### config.mk
export PLATFORM = sky130hd
export DESIGN_NAME = load_store_unit
export DESIGN_NICKNAME = d
export VERILOG_FILES = /design/src/rtl/load_store_unit.sv
export SDC_FILE = /design/constraint.sdc
export NUM_CORES = 1
export LEC_CHECK = 0
export CAP_MARGIN = 20
export CORE_MARGIN = 2
export CORE_UTILIZATION = 64
export DETAILED_ROUTE_END_ITERATION = 7
export DONT_BUFFER_PORTS = 1
export GPL_ROUTABILITY_DRIVEN = 1
export PLACE_DENSITY = 0.89
export RECOVER_POWER = 100
export SKIP_CTS_REPAIR_TIMING = 1
export SLEW_MARGIN = 10
export SYNTH_ARGS = -nofsm -noshare
export SYNTH_HDL_FRONTEND = slang
export SYNTH_SLANG_ARGS = --single-unit
export TNS_END_PERCENT = 20
### constraint.sdc
create_clock -name clock -period 5.7 [get_ports clock]
set_clock_uncertainty 0.15 [all_clocks]
set_input_delay 1.71 -clock clock [delete_from_list [all_inputs] [get_ports clock]]
set_output_delay 1.71 -clock clock [all_outputs]
set_load 0.05 [all_outputs]
### src/rtl/load_store_unit.sv
// Load/store unit sequencing single-word memory accesses for byte, half and
// word loads and stores. Sub-word stores use read-modify-write on the
// containing word. Each memory access holds its enable for ACCESS_CYCLES.
//
// Ports:
//   clock, reset          rising-edge clock, async active-high reset
//   start                 request strobe, sampled only in IDLE
//   is_store, op          1=store/0=load; op[1:0] size, op[2] zero-extend
//   address, store_data   byte address and store source
//   busy, done, fault     status; fault is valid while done is high
//   load_data             extended load result, held until the next load
//   mem_read, mem_write   memory enables (never both high)
//   mem_address           word index of the access
//   mem_write_data        word driven to memory during WRITE
//   mem_read_data         word from memory, valid on the last read cycle
//
// state | meaning
// IDLE  | waiting for start
// READ  | mem_read held for ACCESS_CYCLES cycles
// WRITE | mem_write held for ACCESS_CYCLES cycles
// DONE  | one-cycle completion pulse
module load_store_unit #(
  parameter int ACCESS_CYCLES = 10
) (
  input  logic        clock,
  input  logic        reset,
  input  logic        start,
  input  logic        is_store,
  input  logic [2:0]  op,
  input  logic [31:0] address,
  input  logic [31:0] store_data,
  output logic        busy,
  output logic        done,
  output logic        fault,
  output logic [31:0] load_data,
  output logic        mem_read,
  output logic        mem_write,
  output logic [31:0] mem_address,
  output logic [31:0] mem_write_data,
  input  logic [31:0] mem_read_data
);

  typedef enum logic [1:0] {ST_IDLE, ST_READ, ST_WRITE, ST_DONE} state_t;

  localparam logic [3:0] LP_LAST = 4'(ACCESS_CYCLES - 1);

  state_t      r_state;
  state_t      w_next;
  logic [3:0]  r_cnt;
  logic        r_is_store;
  logic [2:0]  r_op;
  logic [31:0] r_addr;
  logic [15:0] r_sdata;
  logic        r_fault;
  logic [31:0] r_load_data;
  logic [31:0] r_wdata;

  logic        w_last;
  logic        w_in_fault;
  logic        w_in_sw;
  logic [31:0] w_byte_sh;
  logic [31:0] w_half_sh;
  logic [31:0] w_load_ext;
  logic [31:0] w_mask;
  logic [31:0] w_rep;
  logic [31:0] w_merged;

  assign w_last = (r_cnt == LP_LAST);

  // The start-edge routing decision must use the request being latched on
  // that same edge; everything after it works from the latched copy.
  assign w_in_fault = (op[1:0] == 2'b11) ||
                      ((op[1:0] == 2'b01) && address[0]) ||
                      ((op[1:0] == 2'b10) && (address[1:0] != 2'b00));
  assign w_in_sw    = is_store && (op[1:0] == 2'b10);

  // State register
  always_ff @(posedge clock or posedge reset) begin
    if (reset) r_state <= ST_IDLE;
    else       r_state <= w_next;
  end

  // Next-state logic
  always_comb begin
    w_next = r_state;
    case (r_state)
      ST_IDLE: begin
        if (start) begin
          if (w_in_fault)   w_next = ST_DONE;
          else if (w_in_sw) w_next = ST_WRITE;
          else              w_next = ST_READ;
        end
      end
      ST_READ:  if (w_last) w_next = r_is_store ? ST_WRITE : ST_DONE;
      ST_WRITE: if (w_last) w_next = ST_DONE;
      default:  w_next = ST_IDLE;
    endcase
  end

  // Outputs decoded from state only, so reset drops the enables immediately.
  always_comb begin
    busy      = (r_state != ST_IDLE);
    done      = (r_state == ST_DONE);
    fault     = (r_state == ST_DONE) && r_fault;
    mem_read  = (r_state == ST_READ);
    mem_write = (r_state == ST_WRITE);
  end

  assign mem_address    = {2'b00, r_addr[31:2]};
  assign load_data      = r_load_data;
  assign mem_write_data = r_wdata;

  // Lane extraction for loads (little-endian lanes).
  assign w_byte_sh = mem_read_data >> {r_addr[1:0], 3'b000};
  assign w_half_sh = mem_read_data >> {r_addr[1], 4'b0000};

  always_comb begin
    case (r_op[1:0])
      2'b00:   w_load_ext = r_op[2] ? {24'b0, w_byte_sh[7:0]}
                                    : {{24{w_byte_sh[7]}}, w_byte_sh[7:0]};
      2'b01:   w_load_ext = r_op[2] ? {16'b0, w_half_sh[15:0]}
                                    : {{16{w_half_sh[15]}}, w_half_sh[15:0]};
      default: w_load_ext = mem_read_data;
    endcase
  end

  // Lane merge for sub-word stores: replicate the source across all lanes
  // and let the mask pick the addressed one.
  assign w_mask   = (r_op[1:0] == 2'b00) ? (32'h0000_00FF << {r_addr[1:0], 3'b000})
                                         : (32'h0000_FFFF << {r_addr[1], 4'b0000});
  assign w_rep    = (r_op[1:0] == 2'b00) ? {4{r_sdata[7:0]}} : {2{r_sdata}};
  assign w_merged = (mem_read_data & ~w_mask) | (w_rep & w_mask);

  // Request latch and data capture
  always_ff @(posedge clock or posedge reset) begin
    if (reset) begin
      r_is_store  <= 1'b0;
      r_op        <= 3'b000;
      r_addr      <= 32'b0;
      r_sdata     <= 16'b0;
      r_fault     <= 1'b0;
      r_load_data <= 32'b0;
      r_wdata     <= 32'b0;
    end else begin
      if ((r_state == ST_IDLE) && start) begin
        r_is_store <= is_store;
        r_op       <= op;
        r_addr     <= address;
        r_sdata    <= store_data[15:0];
        r_fault    <= w_in_fault;
        if (w_in_sw && !w_in_fault) r_wdata <= store_data;
      end
      if ((r_state == ST_READ) && w_last) begin
        if (r_is_store) r_wdata     <= w_merged;
        else            r_load_data <= w_load_ext;
      end
    end
  end

  // Access-window counter, cleared whenever the state changes.
  always_ff @(posedge clock or posedge reset) begin
    if (reset) begin
      r_cnt <= 4'd0;
    end else if (w_next != r_state) begin
      r_cnt <= 4'd0;
    end else if ((r_state == ST_READ) || (r_state == ST_WRITE)) begin
      r_cnt <= r_cnt + 4'd1;
    end
  end

endmodule
==> results of run 1 <==
[worst max-delay path, cell delays in order (launching register included)]
cell	delay (ns)
dfrtp_1	0.45
ha_1	0.68
and2_0	0.67
[cell families (layout without fill, tap and decap cells)]
kind of cell    after synthesis  count (layout)  share of synthesized area (%)
simple gates                186             186                           13.1
compound gates              154             154                           17.6
flops                       123             123                           49.4
buf+inv                      84              47                           7.41
mux                          60              60                           10.7
fa+ha+maj                     7               7                           1.40
xor+xnor                      3               3                          0.422
other cells                   1               2                         0.0601
[placed cells by master (no fill, tap or decap), types with 2 or more instances in the layout]
master,n
clkinv_2,2
a31oi_1,33
o211ai_1,2
ha_1,7
o21a_1,2
clkinvlp_4,2
nor3_1,2
a21oi_2,10
o211a_1,2
o311ai_0,2
a21oi_1,11
a221oi_1,16
nor2b_1,8
nand2_1,111
buf_4,5
dfrtp_1,123
nand2b_1,2
nand3_1,3
nor2_1,31
o22ai_1,14
clkbuf_8,7
inv_1,9
mux2_2,51
mux2i_1,9
xnor2_1,2
bufinv_16,2
a22o_1,8
clkbuf_16,16
conb_1,2
a2bb2oi_1,6
o21ai_0,24
a211oi_1,17
and3_1,15
nand4b_1,2
[power by group through the flow]
stage / combinational, W / sequential (W) / clock [W]
2_1_floorplan: 0.00154 / 0.00154 / 0
3_3_place_gp: 0.00105 / 0.00204 / 0
3_5_place_dp: 0.00109 / 0.00206 / 0
4_1_cts: 0.00110 / 0.00204 / 0.00106
5_1_grt: 0.00121 / 0.00209 / 0.00111
6_report: 0.00110 / 0.00205 / 0.00105
[final timing paths]
path / startpoint / end / depth (start not counted)
max in group asynchronous: reset / load_data[4] / 2
min reg2reg: r_fault / r_fault / 2
min: r_fault / r_fault / 2
max: r_state[1] / fault / 2
max reg2reg: r_state[1] / load_data[16] / 6
min in group asynchronous: reset / mem_write_data[26] / 1
[registers in the layout, summed over array words and instances, names as in the netlist]
signal	flops
load_data	32
mem_write_data	32
r_addr	32
r_sdata	16
r_cnt	4
r_op	3
r_state	2
r_fault	1
r_is_store	1
[per-layer routing]
layer  track usage (%)  wire length, µm
met1              40.4             6090
met2              43.5             7110
met3              9.22             1960
met4              17.7              787
met5                 0                0
[area by class of cell]
type                            instances  share of cell area [%]
Clock buffer                           24                    7.53
Clock inverter                          6                    1.28
Inverter                               11                   0.640
Multi-Input combinational cell        412                    40.8
Sequential cell                       123                    46.3
Tap cell                              133                    2.50
Timing Repair Buffer                    6                   0.866
[stage by stage]
step / power [W] / worst slack (ns) / area, µm² / util, % / instances
after floorplan: 0.00308 / 0.569 / 6240 / - / 619
after global placement: 0.00309 / 2.12 / 6030 / 62.8 / 683
after detailed placement: 0.00315 / 2.01 / 6050 / 63.0 / 684
after CTS: 0.00420 / 1.64 / 6630 / 69.1 / 714
after global routing: 0.00441 / 1.46 / 6640 / 69.2 / 715
final: 0.00420 / 1.52 / 6640 / 69.2 / 715
==> results.toml, run 1 <==
[routing]
first_pass_iters = 5
ant_nets = 0
drc = 0
vias = 4733
wire_per_inst_um = 22.3
first_iter_violations = 424
avgViaCountPerCell = 6.62
routed_wl_um = 15900

[yosys]
syn_avg_cell_area_um2 = 10.1
syn-cell-area_mm2 = 0.00623
yosysMostFrequentCell = "dfrtp_1"
synthTopCellsByArea = "dfrtp_1 (49%), mux2_2 (9.2%), nand2_1 (6.7%)"
synth_top_area_share_pct = 49.4
ys_ff_latch = 123
synthTopCellsByCount = "dfrtp_1 (123), nand2_1 (111), mux2_2 (51)"
synth_edf_count = 0
yosysSeqAreaShare_pct = 49.4
async_flop_share_pct = 100
ys_types = 55
ys.flop_type = "dfrtp_1"
ys_warn_count = 0
synth_area_leader_cell = "dfrtp_1"
netlist_instances = 618

[critical_path]
worstSetupEndpointType = "output pin"
start_kind = "register"
required_ns = 3.84
r2r_slack_ns = 1.99
worstPathMaxFanout = 8
critPathKind = "reg2out"
arrival_ns = 2.32

[pwr]
p_comb_share_pct = 26.3
pwr-share-seq_pct = 48.7
pwr_density_cell_mw_per_mm2 = 632
vdd_drop_max_mv = 0.345
p_int_w = 0.00232
switching_share_pct = 44.8
p_switching_w = 0.00188
clockPowerShare_pct = 25.0
p_leak_nw = 2.86

[global_route]
track_usage_pct = 30.2
grt_pass1_vias = 4471
grt-ovfl-total = 0
antenna_found_initial = 0
grt_pass1_wl_um = 23700
grt_max_degree = 48

[flow_run]
max-cap-violations = 2

[sta]
setup_viol = 0
fmaxAchievable_mhz = 239
rsz0062_at_grt = "no"
tns_ns = 0
min_period_ns = 4.18
maxSlewHeadroom_pct = -33.8
post-route-period-util_pct = 73.3
whs_ns = 0.352
hold_viol = 0
worstMarginPinSlew_ns = 2.00
maxSlewViolCount = 81

[placement]
gp_congestion = 0.874
hpwlAfterDp_um = 11700
port_buffers = 0

[clock_tree]
clockBufferDepth = 2
insertion_delay_ns = 0.52
cts_tree = "yes"
cts_sinks = 123
htree_levels = 4
numCtsBuffers = 17
cts_root_buf = "clkbuf_8"
path_clk_slew_ns = 0.05

[layout]
multi_input_area_mm2 = 0.00271
final-seq-area_mm2 = 0.00308
drive_gt1_share_pct = 18.0
area_growth_pct = 6.56
diodes = 0
fin_nets = 681
fillCellCount = 702

[floorplan]
die_area_mm2 = 0.0105
fp.dieW_um = 103
start_util_pct = 65.0
placementRows = 36
core_area_mm2 = 0.00959
fp.dieH_um = 103
io_pins = 204

[worst_hold_path]
min_path_type = "reg2reg"

[outcome]
status = "complete, but fails checks"
violations = "capacitance limit, slew limit"
No activity file was read; power rests on OpenSTA's default activity.
==> run 2: changes to the inputs <==
==> constraint.sdc (replaced) <==
create_clock -name clock -period 4.22 [get_ports clock]
set_clock_uncertainty 0.15 [all_clocks]
set_input_delay 1.266 -clock clock [delete_from_list [all_inputs] [get_ports clock]]
set_output_delay 1.266 -clock clock [all_outputs]
set_load 0.05 [all_outputs]
==> results.toml, run 2 (synthesis results as in run 1) <==
[layout]
final_util_pct = 70.3
final_cell_mix = "dfrtp_1 (123), nand2_1 (111), mux2_2 (49), a31oi_1 (33), nor2_1 (30)"
post_layout_nonfiller_instances = 719
finish.instance_area_mm2 = 0.00675
fin_nets = 683
final_common_cell = "dfrtp_1"
diodes = 0
drive_gt1_share_pct = 17.7
area_growth_pct = 8.23

[pwr]
p_leak_nw = 2.90
vdd_drop_max_mv = 0.468
power_w = 0.00597
pwr_density_cell_mw_per_mm2 = 885

[critical_path]
worstPathMaxFanout = 8
r2r_cells = 6
arrival_ns = 2.32
slowest_delay_ns = 0.70
cp_num_cells = 2
critPathBufInv = 0
crit_slowest_cell = "and2_0"
r2r_start = "r_state[0]"
critPathLaunch = "r_state[1]"
cpLargestDelayFamily = "simple AND/OR/NAND/NOR gates"
start_kind = "register"
worstSetupEndpointType = "output pin"
critPathKind = "reg2out"
required_ns = 2.80
worstPathCellList = "ha_1 > and2_0"

[routing]
vias = 4875
drc = 0
first_pass_iters = 5
avgViaCountPerCell = 6.78
wire_per_inst_um = 22.9
ant_nets = 0
first_iter_violations = 634
routed_wl_um = 16500

[sta]
tns_ns = 0
min_period_ns = 3.74
maxSlewViolCount = 70
setup_viol = 0
post-route-period-util_pct = 88.5
maxSlewHeadroom_pct = -14.7
fmaxAchievable_mhz = 268
hold_viol = 0
rsz0062_at_grt = "no"
worstMarginPinSlew_ns = 1.72

[clock_tree]
clockBufferDepth = 2
insertion_delay_ns = 0.51
cts_sinks = 123
cts_tree = "yes"
htree_levels = 4
path_clk_slew_ns = 0.05
cts_root_buf = "clkbuf_8"
numCtsBuffers = 17

[global_route]
antenna_found_initial = 0
grt_pass1_vias = 4606
track_usage_pct = 31.2
grt-ovfl-total = 0
grt_max_degree = 88
grt_pass1_wl_um = 24700

[flow_run]
max-cap-violations = 2

[worst_hold_path]
hold_path_depth = 2
min_path_type = "reg2reg"
hp-start = "r_fault"

[floorplan]
placementRows = 36
start_util_pct = 65.0
fp.dieW_um = 103
fp.dieH_um = 103
core_area_mm2 = 0.00959
die_area_mm2 = 0.0105
io_pins = 204

[placement]
port_buffers = 0
hpwlAfterDp_um = 11700
postPlaceCellArea_mm2 = 0.00605
place_inst = 684
gp_congestion = 0.934

[outcome]
status = "complete, but fails checks"
violations = "capacitance limit, slew limit"
## run 2: cell count changes in the layout (fill, tap and decap cells not counted), sizes merged
cell,before,now
clkinv,3,2
clkinvlp,3,4
clkbuf,24,25
buf,6,5
bufinv,2,6
## run 2: worst paths after layout
path / end / slack, ns
max in group asynchronous: mem_write_data[21] / 2.04
min in group asynchronous: r_addr[14] / 0.86
worst min register to register: r_fault / 0.35
worst max register to register: mem_write_data[24] / 0.58
worst max-delay path: fault / 0.48
worst min-delay path: r_fault / 0.35
## run 2: layer usage
metal	wire length [µm]	GRT usage [%]
met1	6030	40.8
met2	7510	46.2
met3	2170	11.5
met4	777	14.9
met5	0	0
## run 2: power by group
group / total [W] / leakage, nW / switching, W / internal, W
Clock: 0.00164 / 0.318 / 0.000513 / 0.00113
Sequential: 0.00279 / 1.44 / 0.00125 / 0.00154
Combinational: 0.00154 / 1.14 / 0.000855 / 0.000687
## run 2: worst register-to-register path, stage by stage (launching register included)
cell	delay, ns
dfrtp_1	0.43
inv_1	0.14
ha_1	0.27
nand2_1	0.74
or2_0	1.36
nand2_1	0.22
a31oi_1	0.24
## run 2: metrics by stage
stage	hold WS, ns	setup slack [ns]
floorplan	0.292	1.29
global placement	0.334	1.14
detailed placement	0.338	1.01
CTS	0.350	0.624
global route	0.381	0.277
finish	0.352	0.485
## run 2: area by class of cell
cell class / count / area (µm²)
inverters: 11 / 42.5
repair buffers: 8 / 83.8
multi-input cells: 412 / 2700
well taps: 133 / 166
clock inverters: 10 / 211
clock buffers: 22 / 463
fillers: 682 / 2850
flip-flops and latches: 123 / 3080
==> run 3: changes to the inputs <==
--- a/config.mk
+++ b/config.mk
@@ -6,6 +6,7 @@
 export NUM_CORES = 1
 export LEC_CHECK = 0
 export CAP_MARGIN = 20
+export CORE_ASPECT_RATIO = 1.4
 export CORE_MARGIN = 2
 export CORE_UTILIZATION = 64
 export DETAILED_ROUTE_END_ITERATION = 7
==> results.toml, run 3 (synthesis results as in run 1) <==
[pwr]
switching_share_pct = 44.5
pwr-share-seq_pct = 48.0
pwr_density_cell_mw_per_mm2 = 868
power_w = 0.00577
clockPowerShare_pct = 25.8
vdd_drop_max_mv = 0.554
p_int_w = 0.00320
p_leak_nw = 2.88
p_comb_share_pct = 26.2
p_switching_w = 0.00257

[routing]
first_pass_iters = 6
routed_wl_um = 16400
vias = 4773
ant_nets = 0
drc = 0
wire_per_inst_um = 23.5
avgViaCountPerCell = 6.84
first_iter_violations = 360

[floorplan]
placementRows = 42
fp.dieH_um = 121
fp.dieW_um = 87.4
start_util_pct = 65.9
die_area_mm2 = 0.0106
io_pins = 204
core_area_mm2 = 0.00946

[placement]
place_ws_ns = 1.17
hpwlAfterDp_um = 11700
port_buffers = 0
gp_congestion = 0.952
place_inst = 665

[outcome]
status = "completed"

[sta]
post-route-period-util_pct = 85.9
worstMarginPinSlew_ns = 1.45
hold_viol = 0
whs_ns = 0.335
fin_ws_ns = 0.597
fmaxAchievable_mhz = 276
maxSlewHeadroom_pct = 3.32
min_period_ns = 3.62
rsz0062_at_grt = "no"
maxSlewViolCount = 0
setup_viol = 0
tns_ns = 0

[global_route]
grt_pass1_wl_um = 24800
grt-ovfl-total = 0
antenna_found_initial = 0
track_usage_pct = 31.1
grt_max_degree = 124
grt_pass1_vias = 4688

[layout]
drive_gt1_share_pct = 17.9
final_common_cell = "dfrtp_1"
final_cell_mix = "dfrtp_1 (123), nand2_1 (111), mux2_2 (51), a31oi_1 (33), nor2_1 (30)"
diodes = 0
fin_nets = 685
area_growth_pct = 6.58
fillCellCount = 695
post_layout_nonfiller_instances = 698

[critical_path]
slowest_delay_ns = 0.67
worstPathCellList = "ha_1 > and2_0"
worstSetupEndpointType = "output pin"
worstPathMaxFanout = 8
required_ns = 2.80
critPathKind = "reg2out"
arrival_ns = 2.21
start_kind = "register"
r2r_start = "r_state[1]"
crit_slowest_cell = "ha_1"
critPathLaunch = "r_state[1]"

[flow_run]
max-cap-violations = 0

[clock_tree]
insertion_delay_ns = 0.41
htree_levels = 4
path_clk_slew_ns = 0.05
numCtsBuffers = 17
cts_sinks = 123
clockBufferDepth = 2
cts_root_buf = "clkbuf_16"
cts_tree = "yes"

[worst_hold_path]
hp-start = "r_fault"
min_path_type = "reg2reg"
run 3: metrics by stage:
| step | area [µm²] | utilization (%) |
|---|---|---|
| final | 6650 | 70.3 |
| after global routing | 6650 | 70.3 |
| after CTS | 6670 | 70.5 |
| after detailed placement | 6050 | 64.0 |
| after global placement | 6050 | 64.0 |
| after floorplan | 6240 | - |
run 3: worst max-delay path, delay by kind of cell (launching register included):
kind          cells  cell delay [ns]
fa+ha+maj         1             0.67
simple gates      1             0.67
flops             1             0.46
run 3: final timing paths:
kind                                      end  slack [ns]  depth (start not counted)
hold reg to reg                       r_fault        0.34                          2
setup reg to reg            mem_write_data[3]        0.72                          7
hold / removal                        r_fault        0.34                          2
min in group asynchronous          r_addr[21]        0.78                          2
setup / recovery                        fault        0.60                          2
max in group asynchronous  mem_write_data[18]        2.64                          2
run 3: layer usage:
layer  vias up  global-route usage, %  part of all wire (%)
met2       332                   49.6                    49
met4         0                   16.8                   4.4
li1       2094                      -                     -
met1      2295                   36.9                    36
met5         -                      0                     0
met3        52                   9.56                    11
run 3: power groups by stage:
stage	Combinational, W	Sequential (W)	Clock, W
2_1_floorplan	0.00208	0.00209	0
3_3_place_gp	0.00142	0.00275	0
3_5_place_dp	0.00148	0.00278	0
4_1_cts	0.00151	0.00276	0.00151
5_1_grt	0.00165	0.00282	0.00157
6_report	0.00151	0.00277	0.00149
run 3: final cells by class:
class | count | area, µm² | share of cell area [%]
repair buffers | 10 | 77.6 | 1.17
clock buffers | 21 | 480 | 7.23
clock inverters | 11 | 141 | 2.13
flip-flops and latches | 123 | 3080 | 46.3
inverters | 11 | 42.5 | 0.640
well taps | 110 | 138 | 2.07
multi-input cells | 412 | 2690 | 40.4
